## src/rtl/sid_mix_engine_if.sv

```systemverilog
// Bus bundle for sid_mix_engine: frame strobe, voice inputs, register port,
// pre-filter handoff, filter return path and final sample output.
interface sid_mix_engine_if #(
    parameter int VOICES = 3
);
    logic                      iStart;
    logic [VOICES*16-1:0]      iVoice;
    logic                      iWE;
    logic [4:0]                iAddr;
    logic [7:0]                iData;
    logic [7:0]                oDataR;
    logic signed [15:0]        oPreFilter;
    logic                      oPreValid;
    logic signed [15:0]        iFiltLP;
    logic signed [15:0]        iFiltBP;
    logic signed [15:0]        iFiltHP;
    logic                      iFiltValid;
    logic signed [15:0]        oOut;
    logic                      oValid;

    modport master (
        output iStart, iVoice, iWE, iAddr, iData,
        output iFiltLP, iFiltBP, iFiltHP, iFiltValid,
        input  oDataR, oPreFilter, oPreValid, oOut, oValid
    );

    modport slave (
        input  iStart, iVoice, iWE, iAddr, iData,
        input  iFiltLP, iFiltBP, iFiltHP, iFiltValid,
        output oDataR, oPreFilter, oPreValid, oOut, oValid
    );
endinterface

```

## src/rtl/sid_mix_engine.sv

```systemverilog
// Time-multiplexed SID voice mixer: one shared accumulator pass per frame,
// hand-off to an external filter, then mode select, clip and master volume.
//
// state | meaning
// IDLE  | waiting for iStart; snapshot voices and registers on start
// ACC   | one voice per cycle into the pre-filter or bypass accumulator
// PRE   | publish saturated pre-filter sum, pulse oPreValid
// WAITF | wait for iFiltValid; on that edge the mix (bypass + selected
//       | filter outputs, clipped) is registered, so a frame fits in
//       | VOICES+4 cycles
// VOL   | apply master volume to the clipped mix, pulse oValid
module sid_mix_engine #(
    parameter int         VOICES    = 3,
    parameter int         SHIFT     = 3,
    parameter logic [4:0] BASE_ADDR = 5'h17
) (
    input logic             clk,
    input logic             iRstN,
    sid_mix_engine_if.slave bus
);
    typedef enum logic [2:0] {IDLE, ACC, PRE, WAITF, VOL} state_t;

    localparam logic [4:0] ADDR_ROUTE = BASE_ADDR;
    localparam logic [4:0] ADDR_CTRL  = BASE_ADDR + 5'd1;
    localparam logic [4:0] ADDR_MUTE  = BASE_ADDR + 5'd2;
    localparam logic [4:0] ADDR_OVR   = BASE_ADDR + 5'd3;
    localparam logic [2:0] LAST       = 3'(VOICES - 1);

    logic [7:0] route_q, ctrl_q, mute_q;
    logic       overrun_q;

    state_t                 state_q;
    logic [2:0]             idx_q;
    logic [VOICES*16-1:0]   voice_q;
    logic [7:0]             s_route_q, s_mute_q;
    logic                   s_off_q;
    logic [2:0]             s_mode_q;
    logic [3:0]             s_vol_q;
    logic signed [19:0]     pre_acc_q, byp_acc_q;
    logic signed [15:0]     clip_q, pre_out_q, out_q;
    logic                   pre_valid_q, valid_q;

    logic signed [15:0]     voice_cur;
    logic signed [19:0]     term;
    logic signed [19:0]     mix_sum;
    logic signed [20:0]     scaled;

    function automatic logic signed [15:0] sat16(input logic signed [19:0] v);
        if (v > 20'sd32767)
            return 16'sh7FFF;
        else if (v < -20'sd32768)
            return 16'sh8000;
        else
            return v[15:0];
    endfunction

    assign voice_cur = voice_q[{idx_q, 4'b0000} +: 16];
    assign term      = $signed({{4{voice_cur[15]}}, voice_cur}) >>> SHIFT;
    assign mix_sum   = sat16(byp_acc_q)
                     + (s_mode_q[0] ? bus.iFiltLP : 16'sd0)
                     + (s_mode_q[1] ? bus.iFiltBP : 16'sd0)
                     + (s_mode_q[2] ? bus.iFiltHP : 16'sd0);
    assign scaled    = clip_q * $signed({1'b0, s_vol_q});

    // Register file writes; a new overrun beats a simultaneous clear.
    always_ff @(posedge clk or negedge iRstN) begin
        if (!iRstN) begin
            route_q   <= 8'h00;
            ctrl_q    <= 8'h0F;
            mute_q    <= 8'h00;
            overrun_q <= 1'b0;
        end else begin
            if (bus.iWE && bus.iAddr == ADDR_ROUTE) route_q <= bus.iData;
            if (bus.iWE && bus.iAddr == ADDR_CTRL)  ctrl_q  <= bus.iData;
            if (bus.iWE && bus.iAddr == ADDR_MUTE)  mute_q  <= bus.iData;
            if (bus.iStart && state_q != IDLE)
                overrun_q <= 1'b1;
            else if (bus.iWE && bus.iAddr == ADDR_OVR)
                overrun_q <= 1'b0;
        end
    end

    // Combinational read-back; unmapped addresses read as zero.
    always_comb begin
        bus.oDataR = 8'h00;
        case (bus.iAddr)
            ADDR_ROUTE: bus.oDataR = route_q;
            ADDR_CTRL:  bus.oDataR = ctrl_q;
            ADDR_MUTE:  bus.oDataR = mute_q;
            ADDR_OVR:   bus.oDataR = {7'b0, overrun_q};
            default:    bus.oDataR = 8'h00;
        endcase
    end

    // Frame sequencer with registered outputs.
    always_ff @(posedge clk or negedge iRstN) begin
        if (!iRstN) begin
            state_q     <= IDLE;
            idx_q       <= 3'd0;
            voice_q     <= '0;
            s_route_q   <= 8'h00;
            s_mute_q    <= 8'h00;
            s_off_q     <= 1'b0;
            s_mode_q    <= 3'd0;
            s_vol_q     <= 4'hF;
            pre_acc_q   <= '0;
            byp_acc_q   <= '0;
            clip_q      <= '0;
            pre_out_q   <= '0;
            out_q       <= '0;
            pre_valid_q <= 1'b0;
            valid_q     <= 1'b0;
        end else begin
            pre_valid_q <= 1'b0;
            valid_q     <= 1'b0;
            case (state_q)
                IDLE: begin
                    if (bus.iStart) begin
                        voice_q   <= bus.iVoice;
                        s_route_q <= route_q;
                        s_mute_q  <= mute_q;
                        s_off_q   <= ctrl_q[7];
                        s_mode_q  <= ctrl_q[6:4];
                        s_vol_q   <= ctrl_q[3:0];
                        pre_acc_q <= '0;
                        byp_acc_q <= '0;
                        idx_q     <= 3'd0;
                        state_q   <= ACC;
                    end
                end
                ACC: begin
                    if (!s_mute_q[idx_q]) begin
                        if (s_route_q[idx_q])
                            pre_acc_q <= pre_acc_q + term;
                        else if (!(s_off_q && idx_q == LAST))
                            byp_acc_q <= byp_acc_q + term;
                    end
                    if (idx_q == LAST)
                        state_q <= PRE;
                    else
                        idx_q <= idx_q + 3'd1;
                end
                PRE: begin
                    pre_out_q   <= sat16(pre_acc_q);
                    pre_valid_q <= 1'b1;
                    state_q     <= WAITF;
                end
                WAITF: begin
                    if (bus.iFiltValid) begin
                        clip_q  <= sat16(mix_sum);
                        state_q <= VOL;
                    end
                end
                VOL: begin
                    out_q   <= 16'(scaled >>> 4);
                    valid_q <= 1'b1;
                    state_q <= IDLE;
                end
                default: state_q <= IDLE;
            endcase
        end
    end

    assign bus.oPreFilter = pre_out_q;
    assign bus.oPreValid  = pre_valid_q;
    assign bus.oOut       = out_q;
    assign bus.oValid     = valid_q;
endmodule

```

## src/flat_wrapper.sv

```systemverilog
// flat-port wrapper written by rule: the top's interface ports become plain ports
module sid_mix_engine_flat 
#(
    parameter int         VOICES    = 3,
    parameter int         SHIFT     = 3,
    parameter logic [4:0] BASE_ADDR = 5'h17
)
  (clk, iRstN, bus_iStart, bus_iVoice, bus_iWE, bus_iAddr, bus_iData, bus_iFiltLP, bus_iFiltBP, bus_iFiltHP, bus_iFiltValid, bus_oDataR, bus_oPreFilter, bus_oPreValid, bus_oOut, bus_oValid);
  sid_mix_engine_if #(.VOICES(VOICES)) bus_i ();
  input logic clk;
  input logic iRstN;
  input wire logic [$bits(bus_i.iStart)-1:0] bus_iStart;
  input wire logic [$bits(bus_i.iVoice)-1:0] bus_iVoice;
  input wire logic [$bits(bus_i.iWE)-1:0] bus_iWE;
  input wire logic [$bits(bus_i.iAddr)-1:0] bus_iAddr;
  input wire logic [$bits(bus_i.iData)-1:0] bus_iData;
  input wire logic [$bits(bus_i.iFiltLP)-1:0] bus_iFiltLP;
  input wire logic [$bits(bus_i.iFiltBP)-1:0] bus_iFiltBP;
  input wire logic [$bits(bus_i.iFiltHP)-1:0] bus_iFiltHP;
  input wire logic [$bits(bus_i.iFiltValid)-1:0] bus_iFiltValid;
  output wire logic [$bits(bus_i.oDataR)-1:0] bus_oDataR;
  output wire logic [$bits(bus_i.oPreFilter)-1:0] bus_oPreFilter;
  output wire logic [$bits(bus_i.oPreValid)-1:0] bus_oPreValid;
  output wire logic [$bits(bus_i.oOut)-1:0] bus_oOut;
  output wire logic [$bits(bus_i.oValid)-1:0] bus_oValid;
  assign bus_i.iStart = bus_iStart;
  assign bus_i.iVoice = bus_iVoice;
  assign bus_i.iWE = bus_iWE;
  assign bus_i.iAddr = bus_iAddr;
  assign bus_i.iData = bus_iData;
  assign bus_i.iFiltLP = bus_iFiltLP;
  assign bus_i.iFiltBP = bus_iFiltBP;
  assign bus_i.iFiltHP = bus_iFiltHP;
  assign bus_i.iFiltValid = bus_iFiltValid;
  assign bus_oDataR = bus_i.oDataR;
  assign bus_oPreFilter = bus_i.oPreFilter;
  assign bus_oPreValid = bus_i.oPreValid;
  assign bus_oOut = bus_i.oOut;
  assign bus_oValid = bus_i.oValid;
  sid_mix_engine #(.VOICES(VOICES), .SHIFT(SHIFT), .BASE_ADDR(BASE_ADDR)) u_core (.clk(clk), .iRstN(iRstN), .bus(bus_i));
endmodule
```

## config.mk

```make
export PLATFORM = sky130hd
export DESIGN_NAME = sid_mix_engine_flat
export DESIGN_NICKNAME = d
export VERILOG_FILES = /design/src/rtl/sid_mix_engine_if.sv /design/src/rtl/sid_mix_engine.sv /design/src/flat_wrapper.sv
export SDC_FILE = /design/constraint.sdc
export NUM_CORES = 1
export LEC_CHECK = 0
export ABC_AREA = 1
export CAP_MARGIN = 15
export CORE_MARGIN = 3
export CORE_UTILIZATION = 50
export DETAILED_ROUTE_END_ITERATION = 8
export PLACE_DENSITY_LB_ADDON = 0.12
export SLEW_MARGIN = 40
export SYNTH_ARGS = -nofsm -noshare
export SYNTH_HDL_FRONTEND = slang
export SYNTH_SLANG_ARGS = --single-unit
```

## constraint.sdc

```tcl
create_clock -name clk -period 8.91 [get_ports clk]
set_input_delay 1.782 -clock clk [delete_from_list [all_inputs] [get_ports clk]]
set_output_delay 1.782 -clock clk [all_outputs]
set_load 0.05 [all_outputs]
```

Word-level counts from Yosys, hierarchy flattened
Index checks and enable logic that the tools add are counted.
{"block": "totals", "regBits": 193, "input_bits": 114, "out_inout_bits": 42}
{"block": "classes", "add_sub_neg": 6, "mul": 1, "n_lt_le_gt_ge": 7, "eq_ne": 17, "shifts": 1, "mux": 33, "n_reduce_logical": 16}
{"operator": "two-way mux 20 bit", "count": 9}
{"operator": "two-way mux 16 bit", "count": 6}
{"operator": "one-hot mux 20 bit (2 select lines)", "count": 2}
{"operator": "greater-than comparator 20 x 16 -> 1 bit, second input constant", "count": 3}
{"operator": "< comparator 20 x 16 -> 1 bit, second input constant", "count": 3}
{"operator": "variable part select 48 x 8 -> 16 bit", "count": 1}
{"operator": "adder 20 x 13 -> 20 bit", "count": 2}
{"operator": "adder 20 bit", "count": 2}
{"operator": "one-hot mux 8 bit (4 select lines)", "count": 1}
{"operator": "adder 16 x 20 -> 20 bit", "count": 1}
{"operator": "equality test 5 bit, second input constant", "count": 4}
{"operator": "multiplier 16 x 5 -> 20 bit", "count": 1}
{"operator": "two-way mux 3 bit", "count": 5}
{"operator": "!= test 2 bit, second input constant", "count": 6}
{"operator": "one-hot mux 3 bit (4 select lines)", "count": 1}
{"operator": "equality test 3 x 2 -> 1 bit, second input constant", "count": 3}
{"operator": "binary-select mux 1 bit (select 3 bit)", "count": 2}
{"operator": "logical AND 1 bit", "count": 6}
{"operator": "two-way mux 1 bit", "count": 6}
{"operator": "one-hot mux 3 bit (2 select lines)", "count": 1}
{"operator": "AND reduction 3 bit", "count": 2}
{"operator": "AND reduction 5 bit", "count": 1}
{"operator": "< comparator 3 x 4 -> 1 bit, second input constant", "count": 1}
{"operator": "!= test 2 x 1 -> 1 bit, second input constant", "count": 2}
{"operator": "other kinds (8)", "count": 10}

Logic depth before layout (Yosys ltp)
{"block": "logic_depth", "word_depth": 9, "depth_mapped": 22, "depth_no_buf": 21}

Worst setup path before layout
No wires, ideal clock.
{"block": "synth_timing", "kind": "input to register", "from": "input port bus_iFiltHP[1]", "to": "register u_core.clip_q[10]", "arrival_time_ns": 4.681, "setup_slack_ns": 4.109, "cell_stages": 19, "cell_sequence": "nand2_1 -> fa_1 -> fa_1 -> inv_1 -> ha_1 -> fa_1 -> nand2_1 -> inv_2 -> nand3_1 -> nand3_1 -> nand2_1 -> nand2_1 -> nand2_1 -> nand2_1 -> nor2_1 -> nand3_1 -> a21oi_2 -> buf_6 -> a21oi_2"}
{"block": "synth_between", "elab_chain_cells": 5, "word_cells_on_any_way": 6, "classes_between": "1 x add/sub; 2 x order compare; 3 x mux"}
{"element": "start, declared", "line": "flat_wrapper.sv:19", "text": "input wire logic [$bits(bus_i.iFiltHP)-1:0] bus_iFiltHP;"}
{"element": "two-way mux 20 bit (*)", "line": "sid_mix_engine.sv:62", "text": "+ (s_mode_q[2] ? bus.iFiltHP : 16'sd0);"}
{"element": "adder 20 bit (*)", "line": "sid_mix_engine.sv:62"}
{"element": "< comparator 20 x 16 -> 1 bit", "line": "sid_mix_engine.sv:51", "text": "else if (v < -20'sd32768)"}
{"element": "two-way mux 16 bit", "line": "sid_mix_engine.sv:51"}
{"element": "two-way mux 16 bit (*)", "line": "sid_mix_engine.sv:49", "text": "if (v > 20'sd32767)"}
{"element": "end signal, assigned", "line": "sid_mix_engine.sv:150", "text": "clip_q <= sat16(mix_sum);"}
{"element": "end, declared", "line": "sid_mix_engine.sv:40", "text": "logic signed [15:0] clip_q, pre_out_q, out_q;"}
Every way passes the cells marked *; elsewhere a longest branch is shown, timed or not.
A chain may end at the register's enable or synchronous reset.

Worst setup path after layout
{"block": "layout_timing", "from": "input port bus_iAddr[1]", "to": "output port bus_oDataR[0]"}
{"block": "layout_between", "elab_chain_cells": 2, "word_cells_on_any_way": 5, "classes_between": "4 x eq/ne; 1 x mux"}
{"element": "start, declared", "line": "flat_wrapper.sv:15", "text": "input wire logic [$bits(bus_i.iAddr)-1:0] bus_iAddr;"}
{"element": "equality test 5 bit", "line": "sid_mix_engine.sv:86", "text": "case (bus.iAddr)"}
{"element": "one-hot mux 8 bit (4 select lines) (*)", "line": "sid_mix_engine.sv:86"}
{"element": "end, declared", "line": "flat_wrapper.sv:21", "text": "output wire logic [$bits(bus_i.oDataR)-1:0] bus_oDataR;"}
Marked as above.

==> flow_summary.ini <==
[status]
status = complete, no violations

[synthesis]
synth_warnings = 0
ys_ff_latch = 184
syn_inst = 1900
synth_top_area_frac = 0.311
synthesis.nets = 2173
syn_area_sq_um = 14100
ys_types = 51
synth-edff-count = 0
synth_top_area_cell = dfrtp_1
synth_ff_type = dfrtp_1
async_flop_share = 1.00
synth_area_leaders = dfrtp_1 31%, nand2_1 16%, fa_1 9.3%, ha_1 8.2%, inv_1 7.6%
syn_area_per_cell_sq_um = 7.44
yosysSeqAreaShare = 0.326

[critical_path]
reg2reg_setup_slack_ps = 4160
r2r_start = u_core.s_mode_q[2]$_DFFE_PN0P_
required_ps = 7130
start_kind = primary input
critical_path.max_fanout = 9
arrival_ps = 4050
worstRegToRegCells = 18
r2r-end = u_core.clip_q[14]$_DFFE_PN0P_
critPathKind = in2out
end_kind = primary output
endpoint = bus_oDataR[0]
crit_start = bus_iAddr[1]

[floorplanning]
die_x_um = 174
rows = 60
ioPinCount = 156
die_area_sq_um = 30300
die_h_um = 174
core_sq_um = 27400
start_util = 0.516

[finish]
stdcell_count = 2401
num-nets-final = 2289
syn_to_final_growth_pct = 16.8
drive_gt1_frac = 0.0557
diodes = 0
fill_cells = 2557

[clock_tree]
cts_buffers = 17
cts_tree = built
clk_path_buf_depth = 2
insertion_delay_ps = 440
clock-sinks = 184
htreeDepth = 4
cts.hold.buffers_added = 0
cts_resized = 0
clkTransAtPathRegs_ps = 80
cts_setup_buffers = 0
cts-root-buf = clkbuf_16

[timing]
maxSlewHeadroom = 0.487
worst_pin_slew_ps = 770
fin_worst_hold_slack_ps = 476
setup_viol = 0
fmax_mhz = 171
finalCritPeriodShare = 0.655
setup_tns_ps = 0
rsz0062_at_grt = false
period_needed_ps = 5830
hold_violations = 0
drv_slew = 0
fin_skew_ps = 20.3

[power]
irDropWorstVdd_mv = 0.238
power.density_nw_per_um2 = 431
power_leakage_nw = 8.53

[grt]
grt_pass1_vias = 12097
grt_max_degree = 86
antenna_found_initial = 0
use_met1 = 0.335
grt_pass1_wl_mm = 59.2
grt_use_met3 = 0.0323
grt-busiest-layer = met2
overflow = 0
grtUsageMet2 = 0.390
grt_usage = 0.235

[route]
routed_via_density = 5.13
first_pass_iters = 5
drc_errors = 0
drt_wl_total_mm = 34.9
num_vias = 12322
wire_per_inst_um = 14.5
ant_nets = 0
dr.first_iter.drc_count = 759

[placed_design]
place.gp.congestion = 0.918
port_buffers = 146
placed_cells = 2369
dp_hpwl_mm = 27.3

[worst_hold_path]
min_path_type = reg2reg
hold_start = u_core.voice_q[26]$_DFFE_PN0P_

[flow_run]
drv_cap = 0
## where the power goes
| group | internal, mW | switching, mW | leakage [nW] |
|---|---|---|---|
| sequential | 1.16 | 0.304 | 2.33 |
| combinational | 1.72 | 3.13 | 5.89 |
| clock | 0.391 | 0.407 | 0.306 |
| total | 3.27 | 3.85 | 8.53 |
## worst min path at each step
stage                                                end  slack [ps]  depth (start not counted)
after floorplan           u_core.voice_q[15]$_DFFE_PN0P_         440                          2
after global placement    u_core.voice_q[30]$_DFFE_PN0P_         460                          2
after detailed placement  u_core.voice_q[30]$_DFFE_PN0P_         460                          2
after CTS                 u_core.voice_q[30]$_DFFE_PN0P_         480                          2
after global routing      u_core.voice_q[30]$_DFFE_PN0P_         500                          2
final                     u_core.voice_q[26]$_DFFE_PN0P_         480                          2
## metal layers
metal | share of wire | up-vias
met3 | 0.041 | 21
met1 | 0.47 | 5808
li1 | - | 6250
met4 | 0.0096 | 0
met2 | 0.48 | 243
met5 | 0 | -
## cells in the final DEF (no fill, tap or decap), types with 4 or more instances in the layout
master / instances
o22ai_2: 4
nor3_1: 12
a21o_1: 7
or2_2: 16
nand2_1: 590
xor2_1: 19
dfrtp_1: 176
inv_1: 283
o211ai_1: 6
o21ai_0: 153
o21bai_1: 5
nand3_1: 72
a21oi_2: 12
buf_4: 5
nand4_1: 5
a31oi_1: 7
o21ai_2: 4
clkdlybuf4s50_1: 145
nand2_2: 6
dfstp_2: 8
clkinv_8: 8
ha_1: 93
nor4_1: 5
nor2_1: 96
xnor2_1: 27
o21a_1: 4
o22ai_1: 15
fa_1: 66
inv_2: 10
clkbuf_16: 17
a21oi_1: 112
## registers in the layout, indices dropped and copies added (netlist names)
register               flops
u_core.clip_q             16
u_core.s_mute_q            8
u_core.voice_q            39
u_core.idx_q               3
u_core.bus.oValid          1
u_core.bus.oPreValid       1
u_core.byp_acc_q          20
u_core.pre_acc_q          20
u_core.route_q             8
u_core.s_route_q           8
u_core.s_off_q             1
u_core.bus.oOut           16
u_core.overrun_q           1
u_core.ctrl_q              8
u_core.s_vol_q             4
u_core.s_mode_q            3
u_core.state_q             3
u_core.mute_q              8
u_core.bus.oPreFilter     16
## synth_stat cells, types with 12 or more instances
master	number
inv_1	285
a21oi_1	112
o21ai_0	154
xnor2_1	27
nor2_1	97
a21oi_2	12
fa_1	66
nand2_1	590
xor2_1	19
nor3_1	13
ha_1	93
dfrtp_1	176
o22ai_1	15
clkbuf_1	38
nand3_1	72
or2_2	16
## critical path: stages
cell and delay (ps):
clkdlybuf4s50_1 570, nand3_1 120, nor3_2 500, nand2_1 110
o2111ai_1 140, clkdlybuf4s50_1 840
## layout make-up
| cell class | instances | area, sq um | area share |
|---|---|---|---|
| repair buffers | 152 | 1510 | 0.0915 |
| clock buffers | 17 | 425 | 0.0258 |
| flip-flops and latches | 184 | 4610 | 0.279 |
| multi-input cells | 1366 | 8180 | 0.495 |
| inverters | 295 | 1110 | 0.0670 |
| clock inverters | 15 | 216 | 0.0131 |
| well taps | 372 | 465 | 0.0282 |
## cell families after synthesis
kind of cell / after synthesis / synth area share
compound gates: 343 / 0.136
xor+xnor: 46 / 0.0285
fa+ha+maj: 159 / 0.176
buf+inv: 350 / 0.0965
flops: 184 / 0.326
simple gates: 818 / 0.237
## per-stage QoR
stage                     setup slack, ps   util  instance area [sq um]  power (mW)
after detailed placement             2810  0.579                  15900        6.31
final                                3080  0.603                  16500        7.12
after floorplan                      4110      -                  14100        5.13
after global placement               2860  0.579                  15900        6.22
after global routing                 2940  0.603                  16500        7.91
after CTS                            3060  0.603                  16500        7.15
(Power assumes the default switching activity.)
